## src/rtl/uart_operand_packer.sv

```systemverilog
// -----------------------------------------------------------------------------
// uart_operand_packer
//
// Assembles a frame of NUM_OPERAND words, each SIZE_DATA_O bits wide, from a
// stream of SIZE_DATA_I-bit bytes delivered by the UART receiver. The completed
// frame is presented on a valid/ready interface towards the floating-point
// datapath. A completion pulse is raised per operand. Also provides an
// inter-byte timeout that resynchronises a stalled partial frame, a selectable
// byte order, a flush input and overflow reporting.
//
// Ports:
//   i_clk          sole clock, rising edge
//   i_rst          synchronous, active-high reset
//   i_wr_en        byte strobe, one cycle per received byte
//   i_fifo_data    received byte, sampled when i_wr_en=1
//   i_flush        discard the partial frame and the held frame
//   i_ready        downstream accepts the held frame
//   o_valid        frame held on o_data (state HOLD)
//   o_data         operand k at [k*SIZE_DATA_O +: SIZE_DATA_O]
//   o_done         bit k pulses one cycle when operand k completes
//   o_busy         partial frame in progress (state COLLECT)
//   o_err_timeout  pulse: partial frame discarded after an idle gap
//   o_err_overflow pulse: byte dropped because a frame is held
// -----------------------------------------------------------------------------
module uart_operand_packer #(
   parameter int unsigned SIZE_DATA_I    = 8,
   parameter int unsigned SIZE_DATA_O    = 32,
   parameter int unsigned NUM_OPERAND    = 2,
   parameter bit          MSB_FIRST      = 1'b1,
   parameter int unsigned TIMEOUT_CYCLES = 1000
) (
   input  logic                                i_clk,
   input  logic                                i_rst,
   input  logic                                i_wr_en,
   input  logic [SIZE_DATA_I-1:0]              i_fifo_data,
   input  logic                                i_flush,
   input  logic                                i_ready,
   output logic                                o_valid,
   output logic [NUM_OPERAND*SIZE_DATA_O-1:0]  o_data,
   output logic [NUM_OPERAND-1:0]              o_done,
   output logic                                o_busy,
   output logic                                o_err_timeout,
   output logic                                o_err_overflow
);

   localparam int unsigned BPW        = SIZE_DATA_O / SIZE_DATA_I;
   localparam int unsigned FRAME_W    = NUM_OPERAND * SIZE_DATA_O;
   localparam int unsigned BIDX_W     = (BPW > 1) ? $clog2(BPW) : 1;
   localparam int unsigned OIDX_W     = (NUM_OPERAND > 1) ? $clog2(NUM_OPERAND) : 1;
   localparam bit          TIMEOUT_EN = (TIMEOUT_CYCLES > 0);
   localparam int unsigned CNT_W      = TIMEOUT_EN ? $clog2(TIMEOUT_CYCLES + 1) : 1;

   localparam logic [BIDX_W-1:0] BIDX_LAST = BIDX_W'(BPW - 1);
   localparam logic [OIDX_W-1:0] OIDX_LAST = OIDX_W'(NUM_OPERAND - 1);
   localparam logic [CNT_W-1:0]  CNT_LAST  = CNT_W'(TIMEOUT_EN ? TIMEOUT_CYCLES - 1 : 0);

   typedef enum logic [1:0] {StIdle, StCollect, StHold} state_e;

   state_e              state_q, state_d;
   logic [FRAME_W-1:0]  coll_q, coll_d;
   logic [FRAME_W-1:0]  coll_wr;
   logic [BIDX_W-1:0]   bidx_q, bidx_d;
   logic [OIDX_W-1:0]   oidx_q, oidx_d;
   logic [CNT_W-1:0]    cnt_q, cnt_d;
   logic [FRAME_W-1:0]  data_q, data_d;
   logic [NUM_OPERAND-1:0] done_q, done_d;
   logic                err_to_q, err_to_d;
   logic                err_ov_q, err_ov_d;

   // Decoded events for the current cycle
   logic take;          // byte accepted into the collect buffer
   logic last_byte;     // current byte position is the last of its operand
   logic frame_end;     // accepted byte completes the frame
   logic timeout_hit;   // idle gap expired inside a partial frame
   logic overflow;      // byte arrives while a frame is held and not consumed

   // ---------------------------------------------------------------------------
   // Event decode. Flush masks every event, including the coincident byte.
   // Indices are always zero outside COLLECT, so a byte taken in IDLE or on the
   // handshake cycle of HOLD lands at byte 0 of operand 0.
   // ---------------------------------------------------------------------------
   always_comb begin
      take        = 1'b0;
      timeout_hit = 1'b0;
      overflow    = 1'b0;
      if (!i_flush) begin
         unique case (state_q)
            StIdle: begin
               take = i_wr_en;
            end
            StCollect: begin
               take        = i_wr_en;
               timeout_hit = TIMEOUT_EN && !i_wr_en && (cnt_q == CNT_LAST);
            end
            StHold: begin
               take     = i_wr_en && i_ready;
               overflow = i_wr_en && !i_ready;
            end
            default: ;
         endcase
      end
      last_byte = (bidx_q == BIDX_LAST);
      frame_end = take && last_byte && (oidx_q == OIDX_LAST);
   end

   // ---------------------------------------------------------------------------
   // FSM: state register
   // ---------------------------------------------------------------------------
   always_ff @(posedge i_clk) begin
      if (i_rst) begin
         state_q <= StIdle;
      end else begin
         state_q <= state_d;
      end
   end

   // ---------------------------------------------------------------------------
   // FSM: next state
   // ---------------------------------------------------------------------------
   always_comb begin
      state_d = state_q;
      if (i_flush) begin
         state_d = StIdle;
      end else if (frame_end) begin
         state_d = StHold;
      end else if (take) begin
         state_d = StCollect;
      end else if (timeout_hit) begin
         state_d = StIdle;
      end else if (state_q == StHold && i_ready) begin
         state_d = StIdle;
      end else if (state_q != StIdle && state_q != StCollect && state_q != StHold) begin
         state_d = StIdle;
      end
   end

   // ---------------------------------------------------------------------------
   // FSM: outputs. All driven from registers only.
   // ---------------------------------------------------------------------------
   always_comb begin
      o_valid        = (state_q == StHold);
      o_busy         = (state_q == StCollect);
      o_data         = data_q;
      o_done         = done_q;
      o_err_timeout  = err_to_q;
      o_err_overflow = err_ov_q;
   end

   // ---------------------------------------------------------------------------
   // Byte placement: the collect buffer with the incoming byte written at the
   // current operand/byte position, honouring the configured byte order.
   // ---------------------------------------------------------------------------
   always_comb begin
      coll_wr = coll_q;
      for (int k = 0; k < NUM_OPERAND; k++) begin
         for (int j = 0; j < BPW; j++) begin
            if (oidx_q == OIDX_W'(k) && bidx_q == BIDX_W'(j)) begin
               coll_wr[k*SIZE_DATA_O + (MSB_FIRST ? (BPW-1-j) : j)*SIZE_DATA_I +: SIZE_DATA_I]
                  = i_fifo_data;
            end
         end
      end
   end

   // ---------------------------------------------------------------------------
   // Datapath next-state
   // ---------------------------------------------------------------------------
   always_comb begin
      coll_d   = coll_q;
      bidx_d   = bidx_q;
      oidx_d   = oidx_q;
      cnt_d    = cnt_q;
      data_d   = data_q;
      done_d   = '0;
      err_to_d = timeout_hit;
      err_ov_d = overflow;

      if (i_flush) begin
         // o_data deliberately keeps the last completed frame
         coll_d = '0;
         bidx_d = '0;
         oidx_d = '0;
         cnt_d  = '0;
      end else if (take) begin
         cnt_d = '0;
         if (frame_end) begin
            data_d = coll_wr;
            coll_d = '0;
            bidx_d = '0;
            oidx_d = '0;
         end else begin
            coll_d = coll_wr;
            if (last_byte) begin
               bidx_d = '0;
               oidx_d = oidx_q + OIDX_W'(1);
            end else begin
               bidx_d = bidx_q + BIDX_W'(1);
            end
         end
         for (int k = 0; k < NUM_OPERAND; k++) begin
            if (oidx_q == OIDX_W'(k)) begin
               done_d[k] = last_byte;
            end
         end
      end else if (timeout_hit) begin
         coll_d = '0;
         bidx_d = '0;
         oidx_d = '0;
         cnt_d  = '0;
      end else if (TIMEOUT_EN && state_q == StCollect) begin
         cnt_d = cnt_q + CNT_W'(1);
      end else if (state_q != StCollect) begin
         cnt_d = '0;
      end
   end

   // ---------------------------------------------------------------------------
   // Datapath registers
   // ---------------------------------------------------------------------------
   always_ff @(posedge i_clk) begin
      if (i_rst) begin
         coll_q   <= '0;
         bidx_q   <= '0;
         oidx_q   <= '0;
         cnt_q    <= '0;
         data_q   <= '0;
         done_q   <= '0;
         err_to_q <= 1'b0;
         err_ov_q <= 1'b0;
      end else begin
         coll_q   <= coll_d;
         bidx_q   <= bidx_d;
         oidx_q   <= oidx_d;
         cnt_q    <= cnt_d;
         data_q   <= data_d;
         done_q   <= done_d;
         err_to_q <= err_to_d;
         err_ov_q <= err_ov_d;
      end
   end

endmodule

```

## config.mk

```make
export PLATFORM = sky130hd
export DESIGN_NAME = uart_operand_packer
export DESIGN_NICKNAME = d
export VERILOG_FILES = /design/src/rtl/uart_operand_packer.sv
export SDC_FILE = /design/constraint.sdc
export NUM_CORES = 1
export LEC_CHECK = 0
export BUFFER_PORTS_ARGS = -buffer_cell sky130_fd_sc_hd__buf_4
export CAP_MARGIN = 15
export CORE_MARGIN = 4
export CORE_UTILIZATION = 47
export CTS_CLUSTER_SIZE = 10
export DETAILED_ROUTE_END_ITERATION = 7
export GPL_ROUTABILITY_DRIVEN = 0
export PLACE_DENSITY = 0.71
export SLEW_MARGIN = 20
export SYNTH_ARGS = -nofsm -noshare
export SYNTH_HDL_FRONTEND = slang
export SYNTH_SLANG_ARGS = --single-unit
export TNS_END_PERCENT = 30
```

## constraint.sdc

```tcl
create_clock -name i_clk -period 1.6 [get_ports i_clk]
set_input_delay 0.08 -clock i_clk [delete_from_list [all_inputs] [get_ports i_clk]]
set_output_delay 0.08 -clock i_clk [all_outputs]
set_load 0.01 [all_outputs]
```

=== Yosys cells after proc, flatten, opt, wreduce, memory -nomap -nowiden ===
Index checks and enable logic that the tools add are counted.

* Flip-flop bits (word level): 147
* Input port bits: 13
* Logic and storage cells: 91

* Add/sub/neg operators: 3
* Equality and inequality tests: 9
* Muxes and demuxes: 30
* Bitwise operators: 4
* Reduce and logical (&&, ||, !) cells: 34

{| class="wikitable"
|+ Operators by type and width
! cell !! count
|-
| 64-bit two-way mux || 3
|-
| 8-bit two-way mux || 8
|-
| 10-bit two-way mux || 2
|-
| 2-bit two-way mux || 9
|-
| 1-bit logical AND || 16
|-
| 4-bit OR reduction || 3
|-
| 10-bit by 1-bit adder with 10-bit output (second input constant) || 1
|-
| 10-bit equality test (second input constant) || 1
|-
| 1-bit two-way mux || 7
|-
| 2-bit equality test (second input constant) || 3
|-
| 2-bit nonzero test || 3
|-
| 3-bit OR reduction || 2
|-
| 5-bit nonzero test || 1
|-
| 2-bit by 1-bit equality test with 1-bit output (second input constant) || 2
|-
| 2-bit logical NOT || 2
|-
| 1-bit inverter || 4
|-
| 4-bit nonzero test || 1
|-
| 2-bit OR reduction || 2
|-
| 3-bit by 1-bit != test with 1-bit output (second input constant) || 1
|-
| 3-bit AND reduction || 1
|-
| 2-bit by 1-bit adder with 2-bit output (second input constant) || 1
|-
| 1-bit logical NOT || 2
|-
| 2-bit by 1-bit != test with 1-bit output (second input constant) || 1
|-
| 2-bit != test (second input constant) || 1
|-
| 3 further kinds || 3
|}

=== Logic depth before layout (Yosys ltp) ===
* Depth in word-level cells: 8
* Gate-level depth with buffers: 7

=== Worst setup path before layout ===
OpenSTA, ideal clock, no wires.

* Path type: register to register
* Start: register cnt_q[0]
* End: register coll_q[0]
* Arrival: 1637 ps
* Path slack: -98 ps
* Cell stages (with the launch flop): 7
* Path buffers: 1
* Cell sequence: dfxtp_1 -> ha_1 -> and2_1 -> and4b_1 -> buf_6 -> o32ai_2 -> a22o_1

* Longest elaborated chain between the ends: 5

{| class="wikitable"
|+ Ends and longest elaborated chain
! item !! line !! text
|-
| from (decl) || 64 || <nowiki>logic [CNT_W-1:0] cnt_q, cnt_d;</nowiki>
|-
| from (signal assigned) || 234 || <nowiki>cnt_q <= cnt_d;</nowiki>
|-
| 10-bit equality test || 93 || <nowiki>timeout_hit = TIMEOUT_EN && !i_wr_en && (cnt_q == CNT_LAST);</nowiki>
|-
| 1-bit logical AND || 93 ||
|-
| 1-bit two-way mux || 87 || <nowiki>unique case (state_q)</nowiki>
|-
| 1-bit two-way mux || 86 || <nowiki>if (!i_flush) begin</nowiki>
|-
| 2-bit nonzero test (no line) || n/a ||
|-
| to (signal assigned) || 231 || <nowiki>coll_q <= coll_d;</nowiki>
|-
| to (decl) || 60 || <nowiki>logic [FRAME_W-1:0] coll_q, coll_d;</nowiki>
|}

Every way passes these cells.
A chain may end at the register's enable or synchronous reset.

=== Worst setup path in the final report ===
* Start: register cnt_q[0]
* End: register coll_q[43]

The elaborated chain is that of the path after synthesis.

==> flow_summary_export.csv <==
group,metric,value,unit
outcome,status,"complete, but fails checks",
outcome,violations,"setup timing",
cts,clk_latency,0.52,ns
floorplan,die_w,113.6,um
global_routing,gr-total-overflow,0,
floorplan,fp.dieH,113.6,um
synthesis,synthesis.area,5244,um^2
power_and_ir_drop,p_per_area,1042,nW/um^2
layout,multi_input_area,2395,um^2
setup_path,crit_type,"reg2reg",
setup_path,crit_fanout,8,
timing,setup_ws,-0.01684,ns
synthesis,synth.avg_cell_area,10.51,um^2
timing,skew,0.008996,ns
drt,initialDrtViolationCount,285,
worst_hold_path,hold_class,"in2reg",
timing,rsz0062_at_grt,"yes",
setup_path,end_kind,"register",
synthesis,synth_seq_cells,139,
floorplan,initial_utilization,0.4816,
drt,routed_wl,13.28,mm
synthesis,synth-edff-count,0,
timing,hold_viol,0,
layout,final_common_cell,"dfxtp_1",
power_and_ir_drop,p_leak,2.722,nW
layout,n_fill_cell,840,
layout,area_growth,36.77,%
timing,timing.final.crit_share,1.011,
cts,cts-htree-levels,4,
synthesis,synth_nets,517,
cts,path_clk_slew,0.06,ns
synthesis,synth_ff_type,"dfxtp_1",
timing,relSlewSlack,0.5159,
global_routing,antenna_found_initial,0,
layout,antenna_cells,0,
layout,regArea,2790,um^2
global_routing,grt_max_degree,67,
cts,cts_tree,"done",
synthesis,synth_area_leader_cell,"dfxtp_1",
layout,final_layout_size_suffix_gt1_frac,0.3097,
timing,setup_viol,21,
synthesis,async_flop_share,0,
synthesis,postSynthCellCount,499,
setup_path,cp.arrival,2.07,ns
drt,antenna_left,0,
floorplan,fp-row-count,38,
drt,vias,4205,
synthesis,yosysTopAreaCellShare,0.5307,
timing,fmax,0.6185,GHz
placement,port_buffers,82,
setup_path,crit_path_start_kind,"register",
drt,first_pass_iters,4,
timing,setup_tns,-0.1650,ns
floorplan,ios,83,
layout,final_cell_mix,"dfxtp_1 (133), buf_4 (111), nor2_1 (81), nand2_1 (56), a22o_1 (56)",
timing,holdWs,0.03345,ns
placement,dp_hpwl,8.151,mm
layout,finalNonFillerCells,776,
global_routing,globalRouteTotalUtil,0.2116,
drt,wl_per_cell,17.11,um
synthesis,synth.area.top_cells,"dfxtp_1 (53%), a22o_1 (9.4%), mux2i_1 (7.6%)",
global_routing,grt_pass1_vias,4240,
setup_path,worst_ep_required_time,2.06,ns
placement,dp.cells,722,
layout,final_core_util,0.6587,
flow_run,cap_viol_max_count,0,
cts,cts_root_buf,"clkbuf_8",
layout,nets,641,
floorplan,dieArea,12910,um^2
cts,tritoncts.num_buffers,17,
power_and_ir_drop,finalPower,7.476,mW
synthesis,yosys.cell_types.count,42,
timing,min_period,1.617,ns
timing,worst_slew_pin_slew,0.7262,ns
global_routing,grt_pass1_wl,21.66,mm
cts,cts_max_path_buffers,2,
drt,drc,0,
floorplan,coreArea,10890,um^2
timing,slew_violations,0,
synthesis,yosys_warnings,0,
cts,cts_sinks,139,
power_and_ir_drop,peakVddDrop,0.0006436,V
drt,post_drt_via_cell_ratio,5.419,
synthesis,ys_seq_area_frac,0.5307,
[final timing paths]
check             start            end  slack (ns)  cells after the start
max            cnt_q[0]     coll_q[43]       -0.02                      6
min reg2reg  coll_q[62]     coll_q[62]        0.47                      1
max reg2reg    cnt_q[0]     coll_q[43]       -0.02                      6
min             i_flush  o_err_timeout        0.03                      5
[Yosys cell counts, types with 2 or more instances]
library cell and n:
clkinv_1 3, nor3_1 5, a22o_1 56, a311oi_1 24
dfxtp_1 139, nand3_1 3, clkbuf_1 17, nor2_4 3
mux2i_1 40, nor2_1 81, nand2b_1 2, buf_2 7
a21oi_1 5, nor3b_2 3, buf_6 2, xor2_1 4
buf_4 4, nand2_1 57, nand4_1 3, nor2b_1 4
ha_1 5, xnor2_1 4, o32ai_4 6, inv_1 4
[sequential cells by signal, summed over array words and instances, names as in the netlist]
signal / flops
o_data: 64
coll_q: 56
cnt_q: 10
bidx_q: 2
o_done: 2
state_q: 2
o_err_overflow: 1
o_err_timeout: 1
oidx_q: 1
[critical path, cell delays in order, from the launching register on]
cell	delay (ns)
dfxtp_2	0.33
ha_4	0.15
and2_4	0.13
and4b_1	0.23
buf_12	0.16
o32ai_4	0.35
a22o_1	0.20
[cell families (layout without fill, tap and decap cells)]
family	count (synthesis)	in the layout	synth area share
AND/OR/NAND/NOR	172	172	0.1503
flip-flops	139	139	0.5307
AO/OA/AOI/OAI	97	97	0.1825
multiplexers	40	40	0.07635
buffers and inverters	38	175	0.03483
XOR/XNOR	8	8	0.01336
adder cells (fa/ha/maj)	5	5	0.01193
[stage by stage]
step                      setup WS, ns  cell area, um^2
after floorplan              -0.004332             5264
after global placement        -0.07362             6215
after detailed placement       -0.1274             6215
after CTS                     -0.03527             7063
after global routing          -0.08936             7172
final                         -0.01684             7172
[per-layer routing]
metal | vias up | GRT usage | routed length (um)
li1 | 2038 | - | -
met1 | 2018 | 0.2848 | 5886
met2 | 140 | 0.3325 | 6268
met3 | 9 | 0.04934 | 1030
met4 | 0 | 0.07853 | 89
met5 | - | 0 | 0
[area by class of cell]
type                            count  share of cell area
Clock inverter                     14             0.01902
Timing Repair Buffer              136              0.1715
Inverter                            7            0.003838
Sequential cell                   139              0.3890
Clock buffer                       18             0.05827
Multi-Input combinational cell    322              0.3339
Tap cell                          140             0.02442
[repair_timing]
item	CTS	global route
hold endpoints to repair	91	0
setup endpoints to repair	120	95
pin swaps	32	20
setup buffers	7	0
gates resized for setup	17	11
hold buffers	11	0
gates cloned	2	2
[power by group]
group / internal, mW / total, mW / switching (mW) / leakage (nW)
sequential: 3.47 / 3.48 / 0.00770 / 1.12
clock: 2.10 / 3.68 / 1.59 / 0.269
combinational: 0.132 / 0.314 / 0.182 / 1.33
total: 5.70 / 7.48 / 1.78 / 2.72
No activity file was read; power rests on OpenSTA's default activity.
